File: config.mk
export PLATFORM = sky130hd
export DESIGN_NAME = mem_stage_bus
export DESIGN_NICKNAME = d
export VERILOG_FILES = /design/src/rtl/mem_stage_bus.sv
export SDC_FILE = /design/constraint.sdc
export NUM_CORES = 1
export LEC_CHECK = 0
export BUFFER_PORTS_ARGS = -buffer_cell sky130_fd_sc_hd__clkbuf_2
export CAP_MARGIN = 0
export CORE_UTILIZATION = 49
export CTS_CLUSTER_SIZE = 10
export DETAILED_ROUTE_END_ITERATION = 6
export PLACE_DENSITY = 0.81
export SETUP_SLACK_MARGIN = 0.1
export SYNTH_ARGS = -nofsm -noshare
export SYNTH_HDL_FRONTEND = slang
export SYNTH_SLANG_ARGS = --single-unit
File: constraint.sdc
create_clock -name clk -period 1.93 [get_ports clk]
set_input_delay 0.386 -clock clk [delete_from_list [all_inputs] [get_ports clk]]
set_output_delay 0.386 -clock clk [all_outputs]
set_load 0.02 [all_outputs]
File: src/rtl/mem_stage_bus.sv
// ----------------------------------------------------------------------------
// mem_stage_bus
//   Pipelined MEM stage. It accepts one EX/MEM op at a time and runs any
//   load/store on a valid/ready data bus. The result goes out on the wb_*
//   handshake to MEM/WB. Non-memory ops come out one cycle after acceptance.
//   Misaligned or illegal-size accesses fault without touching the bus.
//   A bus that never answers faults after TIMEOUT response cycles.
//
// Ports
//   clk, rst_n                  clock, async active-low reset
//   in_valid / in_ready         EX/MEM handshake
//   in_mem_op, in_size,         op fields: op (0 none, 1 load, 2 store,
//   in_signed, in_addr,         3 none), size (B/H/W/D), sign-extend flag,
//   in_wdata, in_rd_addr,       effective address, store data, destination
//   in_rd_data                  register and ALU result
//   bus_req_valid/ready         bus request handshake
//   bus_we, bus_addr,           request: direction, word-aligned address,
//   bus_wdata, bus_wrstb        lane-shifted store data and byte strobes
//   bus_rsp_valid, _data, _err  bus response (loads and stores)
//   wb_valid / wb_ready         MEM/WB handshake
//   wb_rd_addr, wb_rd_data,     destination, result, echoed op, fault flag
//   wb_mem_op, wb_fault
// ----------------------------------------------------------------------------
module mem_stage_bus #(
   parameter int XLEN    = 32,
   parameter int ADDR_W  = 32,
   parameter int RD_W    = 5,
   parameter int TIMEOUT = 255
) (
   input  logic              clk,
   input  logic              rst_n,
   input  logic              in_valid,
   output logic              in_ready,
   input  logic [1:0]        in_mem_op,
   input  logic [1:0]        in_size,
   input  logic              in_signed,
   input  logic [ADDR_W-1:0] in_addr,
   input  logic [XLEN-1:0]   in_wdata,
   input  logic [RD_W-1:0]   in_rd_addr,
   input  logic [XLEN-1:0]   in_rd_data,
   output logic              bus_req_valid,
   input  logic              bus_req_ready,
   output logic              bus_we,
   output logic [ADDR_W-1:0] bus_addr,
   output logic [XLEN-1:0]   bus_wdata,
   output logic [XLEN/8-1:0] bus_wrstb,
   input  logic              bus_rsp_valid,
   input  logic [XLEN-1:0]   bus_rsp_data,
   input  logic              bus_rsp_err,
   output logic              wb_valid,
   input  logic              wb_ready,
   output logic [RD_W-1:0]   wb_rd_addr,
   output logic [XLEN-1:0]   wb_rd_data,
   output logic [1:0]        wb_mem_op,
   output logic              wb_fault
);

   localparam int STRB_W = XLEN / 8;
   localparam int OFF_W  = $clog2(STRB_W);
   localparam int CNT_W  = $clog2(TIMEOUT + 1);

   localparam logic [1:0] OP_LOAD  = 2'd1;
   localparam logic [1:0] OP_STORE = 2'd2;
   localparam logic [1:0] SZ_B     = 2'd0;
   localparam logic [1:0] SZ_H     = 2'd1;
   localparam logic [1:0] SZ_W     = 2'd2;
   localparam logic [1:0] SZ_D     = 2'd3;

   typedef enum logic [1:0] {
      ST_IDLE = 2'd0,
      ST_REQ  = 2'd1,
      ST_RSP  = 2'd2,
      ST_DONE = 2'd3
   } state_t;

   // Bit mask covering the low bytes of an access of the given size.
   function automatic logic [XLEN-1:0] size_mask(input logic [1:0] size);
      logic [XLEN-1:0] m;
      case (size)
         SZ_B:    m = XLEN'(8'hFF);
         SZ_H:    m = XLEN'(16'hFFFF);
         SZ_W:    m = XLEN'(32'hFFFF_FFFF);
         default: m = {XLEN{1'b1}};
      endcase
      return m;
   endfunction

   // Byte strobes of an access of the given size at lane offset 0.
   function automatic logic [STRB_W-1:0] size_strb(input logic [1:0] size);
      logic [STRB_W-1:0] s;
      case (size)
         SZ_B:    s = STRB_W'(8'h01);
         SZ_H:    s = STRB_W'(8'h03);
         SZ_W:    s = STRB_W'(8'h0F);
         default: s = {STRB_W{1'b1}};
      endcase
      return s;
   endfunction

   // True when the address is not a multiple of the access size.
   function automatic logic is_misaligned(input logic [2:0] addr_lo, input logic [1:0] size);
      logic m;
      case (size)
         SZ_B:    m = 1'b0;
         SZ_H:    m = addr_lo[0];
         SZ_W:    m = |addr_lo[1:0];
         default: m = |addr_lo;
      endcase
      return m;
   endfunction

   state_t             state_r;
   state_t             state_next_s;
   logic [CNT_W-1:0]   cnt_r;
   logic [1:0]         size_r;
   logic               signed_r;
   logic [OFF_W-1:0]   off_r;

   logic               bus_req_valid_r;
   logic               bus_we_r;
   logic [ADDR_W-1:0]  bus_addr_r;
   logic [XLEN-1:0]    bus_wdata_r;
   logic [STRB_W-1:0]  bus_wrstb_r;
   logic               wb_valid_r;
   logic [RD_W-1:0]    wb_rd_addr_r;
   logic [XLEN-1:0]    wb_rd_data_r;
   logic [1:0]         wb_mem_op_r;
   logic               wb_fault_r;

   logic               is_mem_s;
   logic               is_store_s;
   logic               bad_s;
   state_t             branch_s;
   logic [OFF_W-1:0]   in_off_s;
   logic               in_ready_s;
   logic               accept_s;
   logic               timeout_s;
   logic [XLEN-1:0]    lane_s;
   logic [XLEN-1:0]    ld_mask_s;
   logic               sign_s;
   logic [XLEN-1:0]    load_ext_s;

   // Decode the incoming op and pick the state it branches to on acceptance.
   always_comb begin
      is_store_s = (in_mem_op == OP_STORE);
      is_mem_s   = (in_mem_op == OP_LOAD) || is_store_s;
      in_off_s   = in_addr[OFF_W-1:0];
      // A doubleword access needs a 64-bit bus.
      bad_s      = is_mem_s && (is_misaligned(in_addr[2:0], in_size) ||
                                ((in_size == SZ_D) && (XLEN < 64)));
      if (is_mem_s && !bad_s) begin
         branch_s = ST_REQ;
      end else begin
         branch_s = ST_DONE;
      end
   end

   // Handshake outputs; in_ready follows wb_ready in DONE so ops can run back to back.
   always_comb begin
      in_ready_s = (state_r == ST_IDLE) || ((state_r == ST_DONE) && wb_ready);
      accept_s   = in_valid && in_ready_s;
      timeout_s  = (cnt_r == CNT_W'(TIMEOUT - 1));
   end

   // Next-state logic. In RSP a response takes priority over timeout expiry.
   always_comb begin
      state_next_s = state_r;
      case (state_r)
         ST_IDLE: begin
            if (accept_s) begin
               state_next_s = branch_s;
            end else begin
               state_next_s = ST_IDLE;
            end
         end
         ST_REQ: begin
            if (bus_req_ready) begin
               state_next_s = ST_RSP;
            end else begin
               state_next_s = ST_REQ;
            end
         end
         ST_RSP: begin
            if (bus_rsp_valid || timeout_s) begin
               state_next_s = ST_DONE;
            end else begin
               state_next_s = ST_RSP;
            end
         end
         ST_DONE: begin
            if (accept_s) begin
               state_next_s = branch_s;
            end else if (wb_ready) begin
               state_next_s = ST_IDLE;
            end else begin
               state_next_s = ST_DONE;
            end
         end
         default: state_next_s = ST_IDLE;
      endcase
   end

   // State register.
   always_ff @(posedge clk or negedge rst_n) begin
      if (!rst_n) begin
         state_r <= ST_IDLE;
      end else begin
         state_r <= state_next_s;
      end
   end

   // Load lane extraction and sign/zero extension of the bus response.
   always_comb begin
      lane_s    = bus_rsp_data >> {off_r, 3'b000};
      ld_mask_s = size_mask(size_r);
      case (size_r)
         SZ_B:    sign_s = lane_s[7];
         SZ_H:    sign_s = lane_s[15];
         SZ_W:    sign_s = lane_s[31];
         default: sign_s = lane_s[XLEN-1];
      endcase
      if (signed_r && sign_s) begin
         load_ext_s = (lane_s & ld_mask_s) | ~ld_mask_s;
      end else begin
         load_ext_s = lane_s & ld_mask_s;
      end
   end

   // Response-wait counter, cleared whenever RSP is left or not yet entered.
   always_ff @(posedge clk or negedge rst_n) begin
      if (!rst_n) begin
         cnt_r <= {CNT_W{1'b0}};
      end else if ((state_r == ST_RSP) && (state_next_s == ST_RSP)) begin
         cnt_r <= cnt_r + CNT_W'(1);
      end else begin
         cnt_r <= {CNT_W{1'b0}};
      end
   end

   // Capture of op fields, bus request and writeback result.
   always_ff @(posedge clk or negedge rst_n) begin
      if (!rst_n) begin
         size_r          <= 2'd0;
         signed_r        <= 1'b0;
         off_r           <= {OFF_W{1'b0}};
         bus_req_valid_r <= 1'b0;
         bus_we_r        <= 1'b0;
         bus_addr_r      <= {ADDR_W{1'b0}};
         bus_wdata_r     <= {XLEN{1'b0}};
         bus_wrstb_r     <= {STRB_W{1'b0}};
         wb_valid_r      <= 1'b0;
         wb_rd_addr_r    <= {RD_W{1'b0}};
         wb_rd_data_r    <= {XLEN{1'b0}};
         wb_mem_op_r     <= 2'd0;
         wb_fault_r      <= 1'b0;
      end else begin
         bus_req_valid_r <= (state_next_s == ST_REQ);
         wb_valid_r      <= (state_next_s == ST_DONE);
         if (accept_s) begin
            size_r       <= in_size;
            signed_r     <= in_signed;
            off_r        <= in_off_s;
            bus_we_r     <= is_store_s;
            bus_addr_r   <= {in_addr[ADDR_W-1:OFF_W], {OFF_W{1'b0}}};
            // Bytes outside the access are zeroed so idle lanes stay quiet.
            bus_wdata_r  <= is_store_s ? ((in_wdata & size_mask(in_size)) << {in_off_s, 3'b000})
                                       : {XLEN{1'b0}};
            bus_wrstb_r  <= is_store_s ? (size_strb(in_size) << in_off_s) : {STRB_W{1'b0}};
            wb_rd_addr_r <= in_rd_addr;
            wb_mem_op_r  <= in_mem_op;
            wb_fault_r   <= bad_s;
            wb_rd_data_r <= is_mem_s ? {XLEN{1'b0}} : in_rd_data;
         end else if (state_r == ST_RSP) begin
            if (bus_rsp_valid) begin
               // A faulted load returns zero; writeback acts on wb_fault.
               wb_fault_r   <= bus_rsp_err;
               wb_rd_data_r <= ((wb_mem_op_r == OP_LOAD) && !bus_rsp_err) ? load_ext_s
                                                                          : {XLEN{1'b0}};
            end else if (timeout_s) begin
               wb_fault_r   <= 1'b1;
               wb_rd_data_r <= {XLEN{1'b0}};
            end
         end
      end
   end

   assign in_ready      = in_ready_s;
   assign bus_req_valid = bus_req_valid_r;
   assign bus_we        = bus_we_r;
   assign bus_addr      = bus_addr_r;
   assign bus_wdata     = bus_wdata_r;
   assign bus_wrstb     = bus_wrstb_r;
   assign wb_valid      = wb_valid_r;
   assign wb_rd_addr    = wb_rd_addr_r;
   assign wb_rd_data    = wb_rd_data_r;
   assign wb_mem_op     = wb_mem_op_r;
   assign wb_fault      = wb_fault_r;

endmodule

### Yosys cells after proc, flatten, opt, wreduce, memory -nomap -nowiden

Cells that the tools add are included.

* flip-flop bits (word level): 124
* input bits: 145
* logic and storage cells: 86

* add/subtract/negate cells: 1
* eq/ne operators: 14
* shift-type cells: 3
* multiplexer cells: 28
* bitwise gates (word level): 4
* reductions and logical operators: 21

Operator list (number)
* 32-bit two-way mux: 9
* 32-bit case mux with 2 select lines: 2
* 32-bit bitwise AND: 2
* 32-bit NOT: 1
* 32-bit bitwise OR: 1
* 32-bit by 5-bit << shifter with 32-bit output: 1
* 32-bit by 5-bit right shift with 32-bit output: 1
* 2-bit equality test, second input constant: 7
* 2-bit by 1-bit equality test with 1-bit output, second input constant: 6
* 2-bit two-way mux: 5
* 8-bit by 1-bit adder with 8-bit output, second input constant: 1
* 8-bit equality test, second input constant: 1
* 4-bit two-way mux: 2
* 8-bit two-way mux: 1
* 2-bit case mux with 4 select lines: 1
* 4-bit case mux with 2 select lines: 1
* 1-bit logical AND: 7
* 2-bit logical NOT: 3
* 1-bit two-way mux: 5
* 1-bit logical OR: 4
* 4-bit by 2-bit << shifter with 4-bit output: 1
* 1-bit case mux with 3 select lines: 1
* 3-bit nonzero test: 1
* 3-bit OR reduction: 1
* 5 further kinds: 6

### Longest topological paths before layout

* word-level depth: 12
* depth in mapped cells: 8
* depth with buffers taken out: 6

### Worst setup path after synthesis

OpenSTA, ideal clock, no wires.

* path kind: register to register
* start: register wb_mem_op_r[1], in the netlist wb_mem_op[1]
* end: register wb_rd_data_r[23], in the netlist wb_rd_data[23]
* library setup time: 0.077 ns
* data arrival time: 1.721 ns
* setup slack: 0.132 ns
* stages on the path, launching flop included: 6
* path buffers: 1
* path through: dfrtp_1 or4b_1 nor2_2 buf_4 a32oi_1 a21oi_1

* longest elaborated chain between the ends: 6

Ends and longest elaborated chain
* start, declared: RTL line 127 `logic [1:0] wb_mem_op_r;`
* start signal, assigned: RTL line 270 `wb_mem_op_r <= in_mem_op;`
* 2-bit by 1-bit equality test with 1-bit output: RTL line 277 `wb_rd_data_r <= ((wb_mem_op_r == OP_LOAD) && !bus_rsp_err) ? load_ext_s`
* 1-bit logical AND: RTL line 277
* 32-bit two-way mux: RTL line 277
* 32-bit two-way mux: RTL line 274 `if (bus_rsp_valid) begin`
* 32-bit two-way mux: RTL line 273 `end else if (state_r == ST_RSP) begin`
* 32-bit two-way mux: RTL line 259 `if (accept_s) begin`
* end signal, assigned: RTL line 272 `wb_rd_data_r <= is_mem_s ? {XLEN{1'b0}} : in_rd_data;`
* end signal, assigned: RTL line 277
* end signal, assigned: RTL line 281 `wb_rd_data_r <= {XLEN{1'b0}};`
* end, declared: RTL line 126 `logic [XLEN-1:0] wb_rd_data_r;`

Every way passes these cells. The select of a mux whose other input is x is not followed.
A chain may end at the register's enable or synchronous reset.

### Worst setup path in the final report

* start: register off_r[1]
* end: register wb_rd_data_r[14], in the netlist wb_rd_data[14]

* longest elaborated chain between the ends: 8

Ends and longest elaborated chain
* start, declared: RTL line 117 `logic [OFF_W-1:0] off_r;`
* start signal, assigned: RTL line 245 `off_r <= {OFF_W{1'b0}};`
* start signal, assigned: RTL line 262 `off_r <= in_off_s;`
* 32-bit by 5-bit right shift with 32-bit output (*): RTL line 214 `lane_s = bus_rsp_data >> {off_r, 3'b000};`
* 1-bit case mux with 2 select lines or 32-bit bitwise AND (tied branches): RTL line 216, 223, 225
* 1-bit logical AND or 32-bit bitwise OR (tied branches): RTL line 222, 223
* 32-bit two-way mux (*): RTL line 222 `if (signed_r && sign_s) begin`
* 32-bit two-way mux (*): RTL line 277
* 32-bit two-way mux (*): RTL line 274
* 32-bit two-way mux (*): RTL line 273
* 32-bit two-way mux (*): RTL line 259

Mark *: on every way between the ends. The rest lies on a longest branch, timed or not. The select of a mux whose other input is x is not followed.

==> flow_metrics.py <==
metrics = {
    "clock_tree": {
        "insertion_delay_ns": 0.41,
        "path_clk_slew_ns": 0.05,
        "cts_buffers": 17,
        "htreeDepth": 4,
        "tritoncts": "built",
        "clockBufferDepth": 2,
        "cts_root_buffer": "clkbuf_16",
        "hold_buffers": 0,
        "clock_sinks": 124,
    },
    "drt": {
        "drc": 0,
        "drtPass1Iterations": 5,
        "drt_iter0_drc": 478,
        "drtAntennaViolNets": 0,
        "routed_via_density": 5.52,
        "finalWirelength_mm": 18.7,
        "routedWlPerCell_um": 16.9,
        "vias": 6130,
    },
    "placement": {
        "pre_cts_ws_ns": 0.0497,
        "place_congestion": 0.869,
        "post-dp-hpwl_mm": 13.3,
        "io_buffers": 254,
        "dp.cells": 1071,
    },
    "cells_and_area": {
        "antenna_cells": 0,
        "final_cells": 1110,
        "layout-drive-gt1-share_pct": 37.0,
        "syn_to_final_growth_pct": 37.5,
        "final_nets": 1078,
    },
    "pwr": {
        "p_switching_mw": 5.25,
        "power_frac_clock_pct": 23.5,
        "power_density_mw_per_mm2": 1510,
        "combPwrFrac_pct": 44.0,
        "swShare_pct": 40.8,
        "irDropWorstVdd_mv": 0.747,
        "power.leakage_nw": 4.36,
        "power.total_mw": 12.9,
        "seq_power_share_pct": 32.5,
        "power.internal_mw": 7.62,
    },
    "critical_path": {
        "path_depth": 6,
        "r2r-start": "off_r[1]",
        "cp-end-kind": "flip-flop",
        "required_ns": 2.23,
        "worstPathCellList": "mux4_2 -> nand2_1 -> a211oi_2 -> buf_4 -> a221oi_1 -> nor2_1",
        "cp_slowest_cell": "mux4_2",
        "crit_family": "multiplexers",
        "crit_start": "off_r[1]",
        "path_class": "flip-flop to flip-flop",
        "worst-path-buf-inv": 1,
        "rr_endpoint": "wb_rd_data[14]",
        "cp-endpoint": "wb_rd_data[14]",
        "cp-start-kind": "flip-flop",
        "ff2ff_path_depth": 6,
        "max_stage_delay_ns": 0.56,
        "crit_fanout": 7,
        "r2r_setup_slack_ns": 0.15,
        "cp.arrival_ns": 2.08,
    },
    "timing": {
        "whs_ns": 0.0701,
        "tightest_slew_ns": 0.661,
        "fin_ws_ns": 0.146,
        "slew_violations": 0,
        "hold_violations": 0,
        "fmax_mhz": 560,
        "fin_tns_setup_ns": 0,
        "skew_ns": 0.00628,
        "slew_headroom_pct": 55.9,
        "min_period_ns": 1.78,
        "rsz0062_at_grt": "yes",
        "period_share_pct": 92.4,
        "final-setup-viol-count": 0,
    },
    "synthesis": {
        "synth_seq_area_share_pct": 50.2,
        "synth_flop_cell": "dfrtp_1",
        "synth_common_cells": "nand2_1 (170), dfrtp_1 (124), nor2_1 (50)",
        "ys_async_sr_fraction_pct": 100,
        "ys_ff_latch": 124,
        "synth_top_area_cell": "dfrtp_1",
        "yosysMostFrequentCell": "nand2_1",
        "synth_edf_count": 0,
        "synthDistinctLibCells": 54,
        "yosysTopAreaCellShare_pct": 50.2,
        "synthesis.area_mm2": 0.00618,
        "ys_warn_count": 0,
        "synth_area_leaders": "dfrtp_1 (50%), nand2_1 (10%), a21oi_1 (3.5%)",
        "syn_area_per_cell_um2": 9.13,
        "synth_cells": 677,
    },
    "grt": {
        "busiest_layer": "met2",
        "antenna_found_initial": 0,
        "grt_pass1_wl_mm": 28.5,
        "met2_usage_pct": 49.9,
        "global_route.usage.met1_pct": 34.0,
        "grt_max_degree": 125,
        "grt_usage_pct": 28.6,
        "grt_util_met3_pct": 6.25,
        "grt_pass1_vias": 5696,
        "grt_overflow": 0,
    },
    "outcome": {
        "outcome": "completed",
    },
    "die": {
        "row_count": 40,
        "io_pins": 257,
        "core_mm2": 0.0122,
        "die_area_mm2": 0.0131,
        "start_util_pct": 50.8,
        "die_h_um": 114,
        "die_w_um": 114,
    },
    "job": {
        "cap_violations": 0,
    },
    "hold_path": {
        "holdCritPathClass": "input pin to async pin",
    },
}
## final cells by class
cell class                 instances  area [µm²]
inverter                           5        18.8
sequential                       124        3110
clock inverter                     8        92.6
fill                            1008        3660
multi-input combinational        497        2940
tap                              168         210
timing repair buffer             285        1670
clock buffer                      23         468
## logic make-up (layout without fill, tap and decap cells)
kind of cell / after synthesis / in the layout / share of synthesized area, %
other: 1 / 2 / 0.0606
adders and majority gates: 3 / 3 / 0.607
buffers and inverters: 57 / 321 / 4.05
muxes: 26 / 26 / 4.57
and+or+nand+nor: 271 / 271 / 18.9
AOI/OAI and AO/OA: 188 / 188 / 20.7
xor gates and xnor gates: 7 / 7 / 0.992
DFF: 124 / 124 / 50.2
## per-stage QoR
| step | cell area, µm² | utilization (%) |
|---|---|---|
| detailed placement | 7720 | 63.5 |
| global route | 8500 | 69.9 |
| global placement | 7720 | 63.5 |
| finish | 8500 | 69.9 |
| floorplan | 6190 | - |
| CTS | 8300 | 68.2 |
## cells in the final DEF (no fill, tap or decap), types with 5 or more instances in the layout
| cell type | netlist | layout |
|---|---|---|
| dfrtp_1 | 124 | 121 |
| nor2b_1 | 16 | 16 |
| clkinv_2 | 0 | 5 |
| nor3b_1 | 9 | 9 |
| xor2_1 | 6 | 6 |
| a21oi_1 | 43 | 43 |
| inv_1 | 5 | 5 |
| a211o_1 | 7 | 7 |
| o21ai_0 | 34 | 32 |
| a21boi_0 | 7 | 5 |
| clkbuf_16 | 0 | 20 |
| nand2_1 | 170 | 169 |
| buf_4 | 6 | 19 |
| a22oi_1 | 17 | 16 |
| buf_12 | 0 | 8 |
| mux2i_1 | 17 | 15 |
| a22o_1 | 16 | 16 |
| mux2_2 | 8 | 8 |
| o31ai_1 | 10 | 10 |
| a211oi_1 | 8 | 8 |
| clkbuf_2 | 0 | 253 |
| o21ai_1 | 7 | 8 |
| nor2_1 | 50 | 50 |
| a32oi_1 | 16 | 15 |
## power by group through the flow
stage	Sequential, mW	Combinational (mW)	Clock [mW]
after CTS	4.18	5.41	3.07
final	4.19	5.66	3.03
after global routing	4.29	6.14	3.18
after global placement	4.17	5.28	0
after detailed placement	4.21	5.37	0
after floorplan	5.19	2.39	0
## state kept, by name, summed over array words and instances (netlist names)
register / count
signed_r: 1
bus_wdata: 32
bus_we: 1
state_r: 2
bus_req_valid: 1
bus_wrstb: 4
off_r: 2
wb_rd_data: 32
wb_valid: 1
size_r: 2
wb_rd_addr: 5
cnt_r: 8
wb_mem_op: 2
wb_fault: 1
bus_addr: 30
## layer usage
metal | share of wire [%] | wire, µm
met5 | 0 | 0
met1 | 39 | 7310
met3 | 7.3 | 1370
met4 | 3.0 | 556
met2 | 51 | 9510
## repair_timing
action | 4_1_cts | 5_1_grt
gates resized for setup | 5 | 23
setup endpoints to repair | 15 | 90
setup buffers | 0 | 5
cloned | 0 | 3
pin swaps | 0 | 6
## worst min path at each step
stage,startpoint,to,slack (ns),depth (start not counted)
final,rst_n,cnt_r[5],0.07,2
after global routing,rst_n,wb_rd_data[3],0.13,2
after floorplan,rst_n,bus_addr[10],0.09,0
after detailed placement,wb_rd_addr[0],wb_rd_addr[0],0.46,2
after global placement,wb_rd_addr[2],wb_rd_addr[2],0.46,2
after CTS,rst_n,wb_rd_data[5],0.10,2
## worst reg2reg max path: stages (launching register included)
cell,delay [ns]
dfrtp_2,0.41
mux4_2,0.56
nand2_1,0.10
a211oi_2,0.07
buf_4,0.18
a221oi_1,0.27
nor2_1,0.08
(Power assumes the default switching activity.)
